File: src/rtl/m6809_bus_fabric.sv
// ---------------------------------------------------------------------------
// m6809_bus_fabric
//   Table-driven memory-map fabric between the 6809 core and NUM_REGIONS
//   devices. Each region has a base, compare mask and wait-state count.
//   Accesses are stretched over the wait states with a request/ready
//   handshake. Unmapped accesses end with a bus error and DEFAULT_RDATA.
//
//   Region i uses slice [i*ADDR_W +: ADDR_W] of REGION_BASE / REGION_MASK
//   and slice [i*4 +: 4] of REGION_WAIT (region 0 is the least significant
//   slice). The lowest matching enabled region wins.
//
// Ports:
//   clk, reset          clock, synchronous active-high reset
//   cpu_req/addr/wdata  core request, address, write data
//   cpu_rw_n            1 = read, 0 = write
//   cpu_rdata           registered read data, valid with cpu_ready
//   cpu_ready           one-cycle completion pulse
//   cpu_berr            qualifies cpu_ready: access was unmapped
//   dev_sel             one-hot device select for the whole access
//   dev_addr/wdata/wr_n latched access fields
//   dev_last            final device cycle (write commit / read sample)
//   dev_rdata           flat per-device read data
//   berr_addr/flag/clr  sticky bus-error capture
//
// Optional feature macro: M6809_FABRIC_BERR_CAPTURE_EN
//   Defined   : berr_addr/berr_flag capture the most recent bus error.
//   Undefined : berr_addr = 0, berr_flag = 0, berr_clr ignored.
// ---------------------------------------------------------------------------
module m6809_bus_fabric #(
    parameter int                                ADDR_W        = 16,
    parameter int                                DATA_W        = 8,
    parameter int                                NUM_REGIONS   = 4,
    parameter logic [NUM_REGIONS-1:0]            REGION_EN     = 4'b0111,
    parameter logic [NUM_REGIONS*ADDR_W-1:0]     REGION_BASE   = {16'h0000, 16'h8000, 16'hFF00, 16'h0000},
    parameter logic [NUM_REGIONS*ADDR_W-1:0]     REGION_MASK   = {16'h0000, 16'hF000, 16'hFF00, 16'hFF00},
    parameter logic [NUM_REGIONS*4-1:0]          REGION_WAIT   = {4'd0, 4'd1, 4'd3, 4'd0},
    parameter logic [DATA_W-1:0]                 DEFAULT_RDATA = 8'hFF
) (
    input  logic                          clk,
    input  logic                          reset,
    input  logic                          cpu_req,
    input  logic [ADDR_W-1:0]             cpu_addr,
    input  logic [DATA_W-1:0]             cpu_wdata,
    input  logic                          cpu_rw_n,
    output logic [DATA_W-1:0]             cpu_rdata,
    output logic                          cpu_ready,
    output logic                          cpu_berr,
    output logic [NUM_REGIONS-1:0]        dev_sel,
    output logic [ADDR_W-1:0]             dev_addr,
    output logic [DATA_W-1:0]             dev_wdata,
    output logic                          dev_wr_n,
    output logic                          dev_last,
    input  logic [NUM_REGIONS*DATA_W-1:0] dev_rdata,
    output logic [ADDR_W-1:0]             berr_addr,
    output logic                          berr_flag,
    input  logic                          berr_clr
);

    localparam int IDX_W = (NUM_REGIONS > 1) ? $clog2(NUM_REGIONS) : 1;

    typedef enum logic [1:0] {
        S_IDLE   = 2'd0,
        S_ACCESS = 2'd1,
        S_DONE   = 2'd2,
        S_ERR    = 2'd3
    } state_t;

    state_t                   state_q, state_d;
    logic [IDX_W-1:0]         idx_q, idx_d;
    logic [3:0]               cnt_q, cnt_d;
    logic [ADDR_W-1:0]        addr_q, addr_d;
    logic [DATA_W-1:0]        wdata_q, wdata_d;
    logic                     wr_n_q, wr_n_d;
    logic [DATA_W-1:0]        rdata_q, rdata_d;
    logic [NUM_REGIONS-1:0]   sel_q, sel_d;
    logic                     last_q, last_d;
    logic                     ready_q, ready_d;
    logic                     berr_q, berr_d;
    logic                     hit_s;
    logic [IDX_W-1:0]         hit_idx_s;

    function automatic logic [3:0] region_wait(input logic [IDX_W-1:0] idx);
        return REGION_WAIT[int'(idx)*4 +: 4];
    endfunction

    function automatic logic [NUM_REGIONS-1:0] idx_to_onehot(input logic [IDX_W-1:0] idx);
        return NUM_REGIONS'(1) << idx;
    endfunction

    // Address decoder: scan from the top so the lowest matching index wins.
    always_comb begin
        hit_s     = 1'b0;
        hit_idx_s = '0;
        for (int i = NUM_REGIONS - 1; i >= 0; i--) begin
            if (REGION_EN[i] &&
                ((cpu_addr & REGION_MASK[i*ADDR_W +: ADDR_W]) == REGION_BASE[i*ADDR_W +: ADDR_W])) begin
                hit_s     = 1'b1;
                hit_idx_s = IDX_W'(i);
            end else begin
                hit_s     = hit_s;
                hit_idx_s = hit_idx_s;
            end
        end
    end

    // Next-state logic; registered outputs are derived from the next state
    // so they line up with the state they belong to.
    always_comb begin
        state_d = state_q;
        idx_d   = idx_q;
        cnt_d   = cnt_q;
        addr_d  = addr_q;
        wdata_d = wdata_q;
        wr_n_d  = wr_n_q;
        rdata_d = rdata_q;
        case (state_q)
            S_IDLE: begin
                if (cpu_req) begin
                    addr_d = cpu_addr;
                    if (hit_s) begin
                        idx_d   = hit_idx_s;
                        cnt_d   = region_wait(hit_idx_s);
                        wdata_d = cpu_wdata;
                        wr_n_d  = cpu_rw_n;
                        state_d = S_ACCESS;
                    end else begin
                        rdata_d = DEFAULT_RDATA;
                        state_d = S_ERR;
                    end
                end else begin
                    state_d = S_IDLE;
                end
            end
            S_ACCESS: begin
                if (cnt_q != 4'd0) begin
                    cnt_d = cnt_q - 4'd1;
                end else begin
                    // Final device cycle: reads sample the selected device.
                    if (wr_n_q) begin
                        rdata_d = dev_rdata[int'(idx_q)*DATA_W +: DATA_W];
                    end else begin
                        rdata_d = rdata_q;
                    end
                    state_d = S_DONE;
                end
            end
            S_DONE:  state_d = S_IDLE;
            S_ERR:   state_d = S_IDLE;
            default: state_d = S_IDLE;
        endcase

        sel_d   = (state_d == S_ACCESS) ? idx_to_onehot(idx_d) : '0;
        last_d  = (state_d == S_ACCESS) && (cnt_d == 4'd0);
        ready_d = (state_d == S_DONE) || (state_d == S_ERR);
        berr_d  = (state_d == S_ERR);
    end

    // State and output registers.
    always_ff @(posedge clk) begin
        if (reset) begin
            state_q <= S_IDLE;
            idx_q   <= '0;
            cnt_q   <= 4'd0;
            addr_q  <= '0;
            wdata_q <= '0;
            wr_n_q  <= 1'b1;
            rdata_q <= '0;
            sel_q   <= '0;
            last_q  <= 1'b0;
            ready_q <= 1'b0;
            berr_q  <= 1'b0;
        end else begin
            state_q <= state_d;
            idx_q   <= idx_d;
            cnt_q   <= cnt_d;
            addr_q  <= addr_d;
            wdata_q <= wdata_d;
            wr_n_q  <= wr_n_d;
            rdata_q <= rdata_d;
            sel_q   <= sel_d;
            last_q  <= last_d;
            ready_q <= ready_d;
            berr_q  <= berr_d;
        end
    end

    assign cpu_rdata = rdata_q;
    assign cpu_ready = ready_q;
    assign cpu_berr  = berr_q;
    assign dev_sel   = sel_q;
    assign dev_addr  = addr_q;
    assign dev_wdata = wdata_q;
    assign dev_wr_n  = wr_n_q;
    assign dev_last  = last_q;

`ifdef M6809_FABRIC_BERR_CAPTURE_EN
    logic [ADDR_W-1:0] berr_addr_q, berr_addr_d;
    logic              berr_flag_q, berr_flag_d;

    // Sticky capture: a new error takes priority over a clear in the same cycle.
    always_comb begin
        berr_addr_d = berr_addr_q;
        berr_flag_d = berr_flag_q;
        if ((state_q == S_IDLE) && (state_d == S_ERR)) begin
            berr_addr_d = cpu_addr;
            berr_flag_d = 1'b1;
        end else if (berr_clr) begin
            berr_flag_d = 1'b0;
        end else begin
            berr_flag_d = berr_flag_q;
        end
    end

    // Bus-error capture registers.
    always_ff @(posedge clk) begin
        if (reset) begin
            berr_addr_q <= '0;
            berr_flag_q <= 1'b0;
        end else begin
            berr_addr_q <= berr_addr_d;
            berr_flag_q <= berr_flag_d;
        end
    end

    assign berr_addr = berr_addr_q;
    assign berr_flag = berr_flag_q;
`else
    logic berr_clr_unused_s;
    assign berr_clr_unused_s = berr_clr;
    assign berr_addr = '0;
    assign berr_flag = 1'b0;
`endif

endmodule

File: config.mk
export PLATFORM = sky130hd
export DESIGN_NAME = m6809_bus_fabric
export DESIGN_NICKNAME = d
export VERILOG_FILES = /design/src/rtl/m6809_bus_fabric.sv
export SDC_FILE = /design/constraint.sdc
export NUM_CORES = 1
export LEC_CHECK = 0
export BUFFER_PORTS_ARGS = -buffer_cell sky130_fd_sc_hd__buf_2
export CAP_MARGIN = 20
export CORE_MARGIN = 2
export CORE_UTILIZATION = 49
export DETAILED_ROUTE_END_ITERATION = 10
export PLACE_DENSITY_LB_ADDON = 0.1
export SETUP_SLACK_MARGIN = 0.4
export SYNTH_ARGS = -nofsm -noshare
export SYNTH_HDL_FRONTEND = slang
export SYNTH_SLANG_ARGS = --single-unit
File: constraint.sdc
create_clock -name clk -period 2.7 [get_ports clk]
set_input_delay 0.54 -clock clk [delete_from_list [all_inputs] [get_ports clk]]
set_output_delay 0.54 -clock clk [all_outputs]
set_load 0.005 [all_outputs]
==> impl_metrics.toml <==
[final_layout]
final_net_count = 413
final-instance-count-excl-fill = 405
flow.area_growth_from_synthesis_pct = 23.8
antenna_cells_inserted = 0
post_route_cells_drive_above_1_share_pct = 40.5

[setup_path]
crit_path_max_fanout = 6
setup.worst_path.class = "reg2reg"
worst_r2r_start = "cnt_q[0]"
critical_path_required_ns = 2.92
cp-start-kind = "flip-flop"
worstSetupStartpoint = "cnt_q[0]"
critical_path_arrival_ns = 2.15
critical_path.endpoint_type = "flip-flop"

[grt]
grt_antenna_before_repair = 0
grt_pass1_wl_um = 7940
via_count_of_the_first_global_routing_pass = 1768
gr-usage-all-layers_pct = 19.2
grt_overflow_total = 0
grt_start_max_net_pins = 31

[power]
combPwrFrac_pct = 18.2
sequentialPowerShare_pct = 52.7
switchingPower_mw = 0.423
max-vdd-ir-drop_v = 0.000282
cell_internal_pwr_mw = 1.07
switching_portion_of_total_power_pct = 28.3
clockPowerShare_pct = 29.1
total_power_density_per_cell_area_nw_per_um2 = 516
static-leakage-power_nw = 1.34

[route]
route.detailed.vias_per_inst = 5.00
detail_route.wl_per_cell_um = 12.4
num_vias = 2026
drt.antenna.violating_nets = 0
finalWirelength_um = 5040
drc = 0
detailedRoute.firstPassIterationCount = 4
detailedRoute.firstIterationViolations = 106

[clock_tree]
cts-htree-levels = 2
worstSkewPairLatency_ns = 0.31
postCtsResizedCells = 0
cts.sink_count = 48
cts.clk_slew.worst_paths_ns = 0.09
cts-root-to-sink-buffers = 2
numCtsBuffers = 5
cts_root_buf = "sky130_fd_sc_hd__clkbuf_8"
postCtsSetupBuffers = 0
cts-hold-fix-buffers = 0
tritoncts = "yes"

[yosys]
postSynth.asyncResetShare_pct = 0
mappedNetlistArea_um2 = 2340
synth-compound-area-share_pct = 10.8
syn_avg_cell_area_um2 = 9.23
yosys-mux-area-fraction_pct = 11.1
combinational_family_with_the_most_area_after_synthesis = "simple AND/OR/NAND/NOR gates"
synth-xor-area-share_pct = 0
count_of_flip_flops_with_a_built_in_enable_after_synthesis = 0
synth-seq-area-share_pct = 41.1
postSynth.topFlopCell = "sky130_fd_sc_hd__dfxtp_1"
synthAdderAreaFrac_pct = 1.07
yosys.cell_types.count = 47
count_of_synthesis_stage_warnings_from_yosys = 0
ys_ff_latch = 48
area_fraction_in_and_or_nand_and_nor_cells_after_synthesis_pct = 26.7
synthesis.instances = 253

[sta]
maxSlewHeadroom_pct = 57.0
setup_tns_ns = 0
post-route-min-period_ns = 1.93
final-max-slew-violation-count = 0
finalHoldViolations = 0
finalClockSkew_ns = 0.00679
portion_of_the_clock_cycle_consumed_by_the_worst_path_in_the_final_layout_pct = 71.5
tightest_slew_ns = 0.645
rsz0062_at_grt = "no"
maximum_clock_rate_mhz = 518
setup_viol = 0

[floorplan]
row_count = 25
die_area_um2 = 5340
core_um2 = 4660
floorplan.initialDensity_pct = 50.1
die_w_um = 73.0
num_io_pins = 118
die_h_um = 73.0

[placement]
detailedPlacementHpwl_um = 3700
buffer_ports.inserted = 99
globalplace.congestion = 0.798
dpl.cell_count = 397

[hold_path]
min_from = "cpu_rw_n"
hp-class = "in2reg"

[status]
status = "complete, no violations"

[job]
max_capacitance_violation_count = 0
synth_stat cells (2+ instances only):
library cell | count | area [µm²]
sky130_fd_sc_hd__buf_6 | 2 | 22.5
sky130_fd_sc_hd__mux2i_1 | 8 | 80.1
sky130_fd_sc_hd__buf_2 | 2 | 10.0
sky130_fd_sc_hd__clkbuf_1 | 8 | 30.0
sky130_fd_sc_hd__o21ai_0 | 2 | 10.0
sky130_fd_sc_hd__nor2b_1 | 4 | 25.0
sky130_fd_sc_hd__nand3_1 | 2 | 10.0
sky130_fd_sc_hd__a31oi_1 | 2 | 12.5
sky130_fd_sc_hd__nor3_2 | 8 | 80.1
sky130_fd_sc_hd__mux4_2 | 8 | 180
sky130_fd_sc_hd__nand2_1 | 43 | 161
sky130_fd_sc_hd__dfxtp_1 | 48 | 961
sky130_fd_sc_hd__nor2_1 | 36 | 135
sky130_fd_sc_hd__nand2b_1 | 2 | 12.5
sky130_fd_sc_hd__nor4b_1 | 2 | 17.5
sky130_fd_sc_hd__or3b_1 | 2 | 17.5
sky130_fd_sc_hd__a221o_1 | 3 | 30.0
sky130_fd_sc_hd__buf_4 | 18 | 135
sky130_fd_sc_hd__inv_1 | 3 | 11.3
sky130_fd_sc_hd__a21oi_1 | 21 | 105
sky130_fd_sc_hd__ha_1 | 2 | 25.0
sky130_fd_sc_hd__and2_4 | 2 | 17.5
sequential cells by signal, summed over array words and instances, names as in the netlist:
register and cells:
dev_last 1, idx_q 2, cpu_berr 1, cpu_rdata 8, dev_wr_n 1, dev_wdata 8, cnt_q 4, cpu_ready 1
dev_sel 4, dev_addr 16, state_q 2
critical path, cell delays in order (launching register included):
cell                      delay [ns]
sky130_fd_sc_hd__dfxtp_1        0.44
sky130_fd_sc_hd__inv_1          0.07
sky130_fd_sc_hd__ha_1           0.24
sky130_fd_sc_hd__or3b_1         0.20
sky130_fd_sc_hd__o21ai_0        0.08
sky130_fd_sc_hd__a32o_1         0.27
sky130_fd_sc_hd__a221o_1        0.29
sky130_fd_sc_hd__nor4_2         0.26
layer usage:
layer	vias up	routed length [µm]	track usage (%)
met2	63	2370	31.0
met5	-	0	0
met1	923	2330	24.8
met3	6	265	4.97
li1	1034	-	-
met4	0	74	6.79
area by class of cell:
type	instances	area (µm²)
tap	54	67.6
timing repair buffer	104	533
clock inverter	3	23.8
sequential	48	961
inverter	3	11.3
multi-input combinational	188	1230
fill	423	1770
clock buffer	5	68.8
power groups by stage:
stage          Combinational (mW)  Sequential [mW]  Clock, mW
3_5_place_dp                0.274            0.803          0
6_report                    0.272            0.786      0.434
5_1_grt                     0.305            0.793      0.475
4_1_cts                     0.275            0.786      0.445
3_3_place_gp                0.269            0.800          0
2_1_floorplan               0.174            0.801          0
through the flow:
| step | power, mW | setup WS (ns) | hold WS (ns) | area, µm² | util (%) |
|---|---|---|---|---|---|
| 2_1_floorplan | 0.975 | 0.934 | 0.453 | 2400 | - |
| 3_3_place_gp | 1.07 | 0.721 | 0.438 | 2800 | 60.1 |
| 3_5_place_dp | 1.08 | 0.705 | 0.443 | 2800 | 60.1 |
| 4_1_cts | 1.51 | 0.771 | 0.433 | 2890 | 62.0 |
| 5_1_grt | 1.57 | 0.626 | 0.434 | 2890 | 62.0 |
| 6_report | 1.49 | 0.770 | 0.437 | 2890 | 62.0 |
path summary, 6_finish.rpt:
path	to	slack, ns	cells after the start
max	dev_last	0.77	7
min	dev_wr_n	0.44	3
max reg2reg	dev_last	0.77	7
min reg2reg	dev_addr[6]	0.45	2
cell usage in the layout, fill, tap and decap left out, types with 3 or more instances in the layout:
cell	instances
sky130_fd_sc_hd__buf_4	5
sky130_fd_sc_hd__nor2_1	36
sky130_fd_sc_hd__a21oi_1	21
sky130_fd_sc_hd__nor3_2	8
sky130_fd_sc_hd__dfxtp_1	48
sky130_fd_sc_hd__clkbuf_8	5
sky130_fd_sc_hd__conb_1	17
sky130_fd_sc_hd__mux2i_1	8
sky130_fd_sc_hd__nor2b_1	4
sky130_fd_sc_hd__mux4_2	8
sky130_fd_sc_hd__buf_2	99
sky130_fd_sc_hd__nand2_1	43
sky130_fd_sc_hd__inv_1	3
sky130_fd_sc_hd__a221o_1	3
kinds of logic (layout without fill, tap and decap cells):
| family | after synthesis | count (layout) |
|---|---|---|
| multiplexers | 16 | 16 |
| adder cells (fa/ha/maj) | 2 | 2 |
| buffers and inverters | 33 | 115 |
| flip-flops | 48 | 48 |
| AO/OA/AOI/OAI | 39 | 39 |
| AND/OR/NAND/NOR | 114 | 114 |
| other | 1 | 17 |
(Power assumes the default switching activity.)
